### src/rtl/obstacle_pkg.sv
// Types and encodings shared by the obstacle bitmap, hit-controller and video-mux stages.
package obstacle_pkg;

  typedef enum logic [1:0] {
    ST_ALIVE,
    ST_FLASH,
    ST_DEAD
  } obst_state_t;

  localparam logic [7:0] TRANSPARENT_ENCODING = 8'hFF;

  // Increment that sticks at limit instead of wrapping.
  function automatic logic [3:0] sat_inc(input logic [3:0] value, input logic [3:0] limit);
    return (value >= limit) ? limit : value + 4'd1;
  endfunction

endpackage

### src/rtl/obstacle_hit_controller_frame_countdown.sv
// Frame-rate down counter: loadable, steps once per startOfFrame while running,
// and flags when the value it is about to hold is zero.
module frame_countdown (
  input  logic       clk,
  input  logic       rst_n,
  input  logic       sof,
  input  logic       run,
  input  logic       load,
  input  logic [7:0] load_value,
  output logic [7:0] count,
  output logic       zero
);

  logic [7:0] count_q, count_d;

  always_comb begin
    // NOTE: assign every always_comb output a default first so no path leaves it unassigned (no latch).
    count_d = count_q;
    if (load) begin
      count_d = load_value;
    end else if (sof && run) begin
      count_d = count_q - 8'd1;
    end
  end

  always_ff @(posedge clk or negedge rst_n) begin
    // NOTE: sequential state uses non-blocking assignment so all flops update from pre-edge values.
    if (!rst_n) begin
      count_q <= 8'd0;
    end else begin
      count_q <= count_d;
    end
  end

  assign count = count_q;
  assign zero  = (count_d == 8'd0);

  // The owning FSM leaves the running state on the step that reaches zero.
  no_underflow_a : assert property (@(posedge clk) disable iff (!rst_n)
    !(sof && run && !load && count_q == 8'd0));

endmodule

### src/rtl/obstacle_hit_controller.sv
// Per-obstacle hit tracking: frame-wise missile/ship overlap detection, health FSM
// (ALIVE -> FLASH -> DEAD -> respawn) and registered gating of the obstacle's pixels.
module obstacle_hit_controller
  import obstacle_pkg::*;
#(
  parameter int unsigned HITS_TO_DESTROY = 3,
  parameter int unsigned FLASH_FRAMES    = 16,
  parameter int unsigned BLINK_SHIFT     = 1,
  parameter int unsigned RESPAWN_FRAMES  = 90,
  parameter logic [7:0]  FLASH_COLOR     = 8'hE0
) (
  input  logic       clk,
  input  logic       resetN,
  input  logic       startOfFrame,
  input  logic       obstacleDR,
  input  logic [7:0] obstacleRGB,
  input  logic       missileDR,
  input  logic       shipDR,
  output logic       drawingRequest,
  output logic [7:0] RGBout,
  output logic       missileHit,
  output logic       obstacleDestroyed,
  output logic       shipCollision,
  output logic       obstacleAlive,
  output logic [3:0] hitCount
);

  localparam logic [3:0] HITS_MAX     = 4'(HITS_TO_DESTROY);
  localparam logic [7:0] FLASH_LOAD   = 8'(FLASH_FRAMES);
  localparam logic [7:0] RESPAWN_LOAD = 8'(RESPAWN_FRAMES);

  obst_state_t state_q, state_d;
  logic [3:0]  hit_count_q, hit_count_d, next_hits;
  logic        m_seen_q, m_seen_d, s_seen_q, s_seen_d;
  logic        missile_hit_q, missile_hit_d;
  logic        destroyed_q, destroyed_d;
  logic        ship_coll_q, ship_coll_d;
  logic        draw_q, draw_d;
  logic [7:0]  rgb_q, rgb_d;
  logic        visible, draw_en, m_eval, s_eval;
  logic        flash_load, resp_load, flash_zero, resp_zero;
  logic [7:0]  flash_cnt, resp_cnt;
  logic        cnt_unused;

  frame_countdown u_flash_timer (
    .clk        (clk),
    .rst_n      (resetN),
    .sof        (startOfFrame),
    .run        (state_q == ST_FLASH),
    .load       (flash_load),
    .load_value (FLASH_LOAD),
    .count      (flash_cnt),
    .zero       (flash_zero)
  );

  frame_countdown u_respawn_timer (
    .clk        (clk),
    .rst_n      (resetN),
    .sof        (startOfFrame),
    .run        (state_q == ST_DEAD),
    .load       (resp_load),
    .load_value (RESPAWN_LOAD),
    .count      (resp_cnt),
    .zero       (resp_zero)
  );

  assign cnt_unused = ^{flash_cnt, resp_cnt};

  always_comb begin
    state_d       = state_q;
    hit_count_d   = hit_count_q;
    m_seen_d      = m_seen_q;
    s_seen_d      = s_seen_q;
    missile_hit_d = 1'b0;
    destroyed_d   = 1'b0;
    ship_coll_d   = 1'b0;
    flash_load    = 1'b0;
    resp_load     = 1'b0;
    next_hits     = sat_inc(hit_count_q, HITS_MAX);

    visible = (state_q == ST_ALIVE) || (state_q == ST_FLASH && !flash_cnt[BLINK_SHIFT]);
    draw_en = obstacleDR && visible;
    // The startOfFrame cycle's own overlap still belongs to the frame that is ending.
    m_eval  = m_seen_q || (draw_en && missileDR);
    s_eval  = s_seen_q || (draw_en && shipDR);

    draw_d = draw_en;
    rgb_d  = !draw_en ? TRANSPARENT_ENCODING
           : (state_q == ST_FLASH) ? FLASH_COLOR : obstacleRGB;

    if (!startOfFrame) begin
      m_seen_d = m_eval;
      s_seen_d = s_eval;
    end else begin
      m_seen_d    = 1'b0;
      s_seen_d    = 1'b0;
      ship_coll_d = s_eval && (state_q != ST_DEAD);
      unique case (state_q)
        ST_ALIVE: begin
          if (m_eval) begin
            hit_count_d   = next_hits;
            missile_hit_d = 1'b1;
            if (next_hits == HITS_MAX) begin
              state_d     = ST_DEAD;
              destroyed_d = 1'b1;
              resp_load   = 1'b1;
            end else begin
              state_d    = ST_FLASH;
              flash_load = 1'b1;
            end
          end
        end
        ST_FLASH: begin
          if (flash_zero) state_d = ST_ALIVE;
        end
        ST_DEAD: begin
          if (resp_zero) begin
            state_d     = ST_ALIVE;
            hit_count_d = 4'd0;
          end
        end
        default: state_d = ST_ALIVE;
      endcase
    end
  end

  always_ff @(posedge clk or negedge resetN) begin
    if (!resetN) begin
      state_q       <= ST_ALIVE;
      hit_count_q   <= 4'd0;
      m_seen_q      <= 1'b0;
      s_seen_q      <= 1'b0;
      missile_hit_q <= 1'b0;
      destroyed_q   <= 1'b0;
      ship_coll_q   <= 1'b0;
    end else begin
      state_q       <= state_d;
      hit_count_q   <= hit_count_d;
      m_seen_q      <= m_seen_d;
      s_seen_q      <= s_seen_d;
      missile_hit_q <= missile_hit_d;
      destroyed_q   <= destroyed_d;
      ship_coll_q   <= ship_coll_d;
    end
  end

  always_ff @(posedge clk or negedge resetN) begin
    if (!resetN) begin
      draw_q <= 1'b0;
      rgb_q  <= TRANSPARENT_ENCODING;
    end else begin
      draw_q <= draw_d;
      rgb_q  <= rgb_d;
    end
  end

  assign drawingRequest    = draw_q;
  assign RGBout            = rgb_q;
  assign missileHit        = missile_hit_q;
  assign obstacleDestroyed = destroyed_q;
  assign shipCollision     = ship_coll_q;
  assign obstacleAlive     = (state_q != ST_DEAD);
  assign hitCount          = hit_count_q;

endmodule

### config.mk
export PLATFORM = sky130hd
export DESIGN_NAME = obstacle_hit_controller
export DESIGN_NICKNAME = d
export VERILOG_FILES = /design/src/rtl/obstacle_pkg.sv /design/src/rtl/obstacle_hit_controller_frame_countdown.sv /design/src/rtl/obstacle_hit_controller.sv
export SDC_FILE = /design/constraint.sdc
export NUM_CORES = 1
export LEC_CHECK = 0
export BUFFER_PORTS_ARGS = -buffer_cell sky130_fd_sc_hd__buf_2
export CAP_MARGIN = 15
export CORE_MARGIN = 2
export CORE_UTILIZATION = 40
export DETAILED_ROUTE_END_ITERATION = 12
export PLACE_DENSITY_LB_ADDON = 0.12
export SYNTH_ARGS = -nofsm -noshare
export SYNTH_HDL_FRONTEND = slang
export SYNTH_SLANG_ARGS = --single-unit
### constraint.sdc
create_clock -name clk -period 2.9 [get_ports clk]
set_input_delay 0.145 -clock clk [delete_from_list [all_inputs] [get_ports clk]]
set_output_delay 0.145 -clock clk [all_outputs]
set_load 0.02 [all_outputs]
==> flow_summary.ini, run 1 <==
[status]
outcome = finished, final reports clean

[logic_synthesis]
synth.distinct_cells = 38
syn-mean-instance-area_um2 = 10.25
synth_seq_cells = 36
yosys_warnings = 0
syn_nets = 187
syn_area_um2 = 1743
synth_top_area_share_pct = 40.20
synth_top_cell_by_area = dfrtp_1
synth.area.top_cells = dfrtp_1 40%, dfstp_2 12%, nand2_1 4.5%, nor2_1 4.3%, xnor2_1 3.0%
syn_inst = 170
ys_seq_area_share_pct = 52.26

[timing]
period_needed_ps = 2209
slew-limit-headroom_pct = 47.37
postLayoutSetupSlackWorst_ps = 690.7
worst_clock_skew_ps = 3.821
rsz0062_at_grt = no
setup_viol = 0
timing.final.crit_share_pct = 76.18
holdWs_ps = 47.37
fmax_mhz = 452.6
drv_slew = 0
hold_viol = 0
fin_setup_tns_ps = 0
worst_pin_slew_ps = 789.5

[drt]
drt_iter0_markers = 50
ant_nets = 0
first_pass_iters = 4
drc_errors = 0
drt-total-wl_um = 3416
via_per_inst = 5.012
vias = 1288
routedWlPerCell_um = 13.29

[global_routing]
grt-ovfl-total = 0
grt_first_pass_wirelength_um = 5975
antenna_found_initial = 0
grt_pass1_vias = 1369
grt_max_degree = 37
track_usage_pct = 15.37

[setup_path]
critPathSlowestCell = or4b_4
slowest_delay_ps = 560
worstPathArrival_ps = 2370
crit_fanout = 11
critPathKind = flip-flop to flip-flop
worst_setup_path_start_kind = flip-flop
r2r_slack_ps = 690
cp_cell_sequence = ha_1, nor3_1, a211oi_1, buf_4, or4b_4, nor4_4, nor3_1
cp.required_ps = 3070
path_common_cell = nor3_1
cp-end-kind = flip-flop

[cts]
clkLatencyLatePin_ps = 290
cts_tree = built
cts_hold_buf = 1
root_buffer = clkbuf_8
cts.sinks = 36
h-tree-depth = 2
cts.clk_slew.worst_paths_ps = 70
cts.repair.resized = 0
cts_made_buffers = 5
ctsLongestPathBuffers = 2
cts_setup_buffers = 0

[floorplan]
num_rows = 24
core-area_um2 = 4264
die_w_um = 70.01
dieArea_um2 = 4901
start_util_pct = 40.87
dieHeight_um = 70.01
num_io_pins = 31

[placement]
port-buffer-count = 30
pre_cts_ws_ps = 674.5
hpwl_um = 2455
gp_congestion = 0.8135

[final_layout]
drive_gt1_share_pct = 26.83
diodes = 0
layout_common_cells = 30 x buf_2, 28 x dfrtp_1, 21 x nand2_1
fin_nets = 221
syn_to_final_growth_pct = 16.94
layout_commonest_cell = buf_2

[pwr]
vdd_drop_max_v = 0.0003091
finalPower_mw = 1.883
p_leak_nw = 0.8944
power_density_nw_per_um2 = 923.8

[worst_hold_path]
min_path_type = input port to flip-flop

[run]
drv_cap = 0
==> metal layers <==
metal	track usage, %	routed length (µm)	part of all wire (%)
met3	3.896	156	4.6
met1	17.66	1541	45
met2	26.35	1640	48
met5	0	0	0
met4	7.906	78	2.3
==> worst max-delay path, delay by kind of cell (launching register included) <==
| family | cells | cell delay [ps] |
|---|---|---|
| flops | 1 | 410 |
| buf+inv | 1 | 180 |
| fa+ha+maj | 1 | 220 |
| simple gates | 4 | 1160 |
| compound gates | 1 | 110 |
==> layout make-up <==
cell class | instances | area (µm²)
clock buffer | 7 | 86.33
clock inverter | 1 | 7.507
fill | 427 | 2226
inverter | 6 | 22.52
multi-input combinational | 123 | 778.2
sequential | 36 | 910.9
tap | 52 | 65.06
timing repair buffer | 32 | 167.7
==> metrics by stage <==
stage | utilization, % | std cells | instance area (µm²)
global placement | 45.36 | 248 | 1934
detailed placement | 45.36 | 248 | 1934
floorplan | - | 170 | 1743
CTS | 47.80 | 257 | 2038
finish | 47.80 | 257 | 2038
global route | 47.80 | 257 | 2038
==> report_power, final <==
group	switching (mW)	internal [mW]
clock network	0.176	0.193
logic	0.409	0.294
registers	0.150	0.661
==> cell usage after synthesis (all sizes together) <==
library cell   n
or2            1
a22oi          1
or4b           1
nor4b          1
a21oi         10
dfstp          8
buf            5
nor4           4
nand2         21
inv            6
mux2i          1
nor3b          3
nand3          4
ha             3
xor2           6
nor2          20
o31ai          1
a2bb2oi        1
nor2b          2
nand4b         2
nand4          1
and3b          2
nor3           6
or3            6
nand3b         1
nand2b         6
a31oi          2
o21ai          6
a211oi         2
and4b          1
dfrtp         28
or3b           1
and4           1
xnor2          6
==> flip-flops by register name, indices dropped and copies added, names as in the netlist <==
name and cells:
s_seen_q 1, obstacleDestroyed 1, RGBout 8, missileHit 1, u_respawn_timer.count 8, shipCollision 1
u_flash_timer.count 8, hitCount 4, drawingRequest 1, m_seen_q 1, state_q 2
==> kinds of logic after synthesis <==
family | share of synthesized area (%)
mux | 0.5743
fa+ha+maj | 2.154
xor+xnor | 6.030
compound gates | 7.969
flops | 52.26
simple gates | 27.93
buf+inv | 3.087
==> final timing paths <==
| check | start | endpoint | depth (start not counted) |
|---|---|---|---|
| setup / recovery | hitCount[0] | hitCount[1] | 7 |
| hold / removal | obstacleRGB[4] | RGBout[4] | 3 |
| setup reg to reg | hitCount[0] | hitCount[1] | 7 |
| hold reg to reg | s_seen_q | s_seen_q | 2 |
| max in group asynchronous | resetN | u_flash_timer.count[1] | 2 |
| min in group asynchronous | resetN | u_respawn_timer.count[6] | 2 |
(Power assumes the default switching activity.)
==> run 2: changes to the inputs <==
clock period = 1.9 ns   (was 2.9 ns; I/O delays follow)
==> run 2 against run 1 <==
Compared with the run above:
- total power rose by 76%
- cell count grew 7.8%
- flip-flop and latch count did not move
- hold slack got worse by 30 ps
- setup slack lost 600 ps
- die area unchanged
- non-clock buffer count is 20 higher
- via count up 6.4%
- design area is 12% higher
- sequential power up 50%
- first-iteration DRC count is 86% higher
- critical endpoint unchanged
- highest routed layer unchanged
==> flow_summary.ini, run 2 (same netlist as run 1, synthesis figures left out) <==
[status]
outcome = finished, final reports clean

[pwr]
finalPower_mw = 3.316
combPwrFrac_pct = 43.1
pwr-share-clk_pct = 20.1
sw_frac_of_total_pct = 37.35
power_density_nw_per_um2 = 1448
p_switching_mw = 1.238
vdd_drop_max_v = 0.0007807
seq_power_share_pct = 36.8
p_int_mw = 2.077
p_leak_nw = 1.011

[timing]
rsz0062_at_grt = no
worst_pin_slew_ps = 795.7
drv_slew = 0
timing.final.crit_share_pct = 95.08
hold_viol = 0
worst_clock_skew_ps = 9.413
fin_setup_tns_ps = 0
period_needed_ps = 1806
setup_viol = 0
slew-limit-headroom_pct = 46.95
fmax_mhz = 553.6

[floorplan]
start_util_pct = 40.87
dieArea_um2 = 4901
dieHeight_um = 70.01
die_w_um = 70.01
num_io_pins = 31
core-area_um2 = 4264
num_rows = 24

[worst_hold_path]
min_path_type = input port to flip-flop

[cts]
ctsLongestPathBuffers = 2
clkLatencyLatePin_ps = 290
cts.clk_slew.worst_paths_ps = 70
cts_tree = built
h-tree-depth = 2
cts.sinks = 36
root_buffer = clkbuf_8
cts_made_buffers = 5

[final_layout]
utilization_pct = 53.70
regArea_um2 = 912.1
layout_common_cells = 30 x buf_2, 27 x dfrtp_1, 21 x nand2_1
fillers = 395
fin_nets = 241
layout_commonest_cell = buf_2
syn_to_final_growth_pct = 31.37
multiInputGateArea_um2 = 843.3
drive_gt1_share_pct = 36.00
diodes = 0
instances_no_fill = 277

[run]
drv_cap = 0

[setup_path]
worstPathArrival_ps = 1960
crit_fanout = 4
cp-end-kind = flip-flop
endpoint = hitCount[1]
cp-startpoint = hitCount[0]
critPathKind = flip-flop to flip-flop
cp.required_ps = 2060
reg2reg_from = hitCount[0]
r2r_slack_ps = 90
worst_setup_path_start_kind = flip-flop
r2r-end = hitCount[1]
r2r.worst_path.cells = 6

[global_routing]
grt_pass1_vias = 1417
grt-ovfl-total = 0
antenna_found_initial = 0
grt_max_degree = 37
grt_first_pass_wirelength_um = 6423
track_usage_pct = 16.39

[drt]
drt-total-wl_um = 3643
routedWlPerCell_um = 13.15
drc_errors = 0
ant_nets = 0
drt_iter0_markers = 93
first_pass_iters = 4
vias = 1370
via_per_inst = 4.946

[placement]
port-buffer-count = 30
gp_congestion = 0.8498
dp.cells = 258
hpwl_um = 2472
==> run 2: cell types whose count changed in the layout (fill, tap and decap cells not counted), sizes merged <==
cell         change
clkbuf           -2
dlygate4sd3      +7
clkinv           +1
bufinv           +1
buf             +13
==> run 2: what timing repair did <==
item,CTS,global route
hold endpoints to repair,35,0
gates resized for setup,10,2
pin swaps,5,2
endpoints found under the setup margin,4,6
hold buffers,8,0
setup buffers,3,0
==> run 2: per-layer routing <==
metal	vias to the layer above	wire length [µm]	global-route usage, %
met5	-	0	0
met4	0	61	5.128
met3	6	144	4.618
met2	29	1775	27.62
met1	646	1662	20.39
li1	689	-	-
==> run 2: area by class of cell <==
| type | count | share of cell area, % |
|---|---|---|
| inverters | 6 | 0.9836 |
| repair buffers | 52 | 14.64 |
| well taps | 52 | 2.842 |
| clock buffers | 5 | 3.005 |
| clock inverters | 3 | 1.858 |
| flip-flops and latches | 36 | 39.84 |
| multi-input cells | 123 | 36.83 |
==> run 2: how the worst min path moves through the flow <==
stage | from | to | slack, ps | depth (start not counted)
2_1_floorplan | resetN | drawingRequest | -200 | 0
3_3_place_gp | resetN | u_respawn_timer.count[3] | 210 | 1
3_5_place_dp | resetN | u_respawn_timer.count[3] | 240 | 1
4_1_cts | obstacleRGB[3] | RGBout[3] | 10 | 3
5_1_grt | obstacleRGB[3] | RGBout[3] | 20 | 3
6_report | obstacleRGB[3] | RGBout[3] | 20 | 3
==> run 2: power by group through the flow <==
stage	combinational (mW)	sequential (mW)	clock, mW
2_1_floorplan	0.796	1.27	0
3_3_place_gp	1.21	1.20	0
3_5_place_dp	1.24	1.21	0
4_1_cts	1.43	1.22	0.693
5_1_grt	1.58	1.25	0.738
6_report	1.43	1.22	0.668
==> run 2: worst max-delay path, cell delays in order, from the launching register on <==
cell and delay, ps:
dfrtp_2 430, ha_4 170, nor3_4 140, a211oi_2 100, or4b_4 510, nor4_4 230, nor3_1 90
==> run 2: stage by stage <==
stage / hold slack (ps) / cell area (µm²) / setup slack (ps)
3_5_place_dp: 238.8 / 2016 / -61.21
5_1_grt: 18.31 / 2290 / 7.711
6_report: 17.58 / 2290 / 93.52
2_1_floorplan: -200.6 / 1749 / 3.660
3_3_place_gp: 213.3 / 2016 / 24.03
4_1_cts: 10.14 / 2283 / -88.54
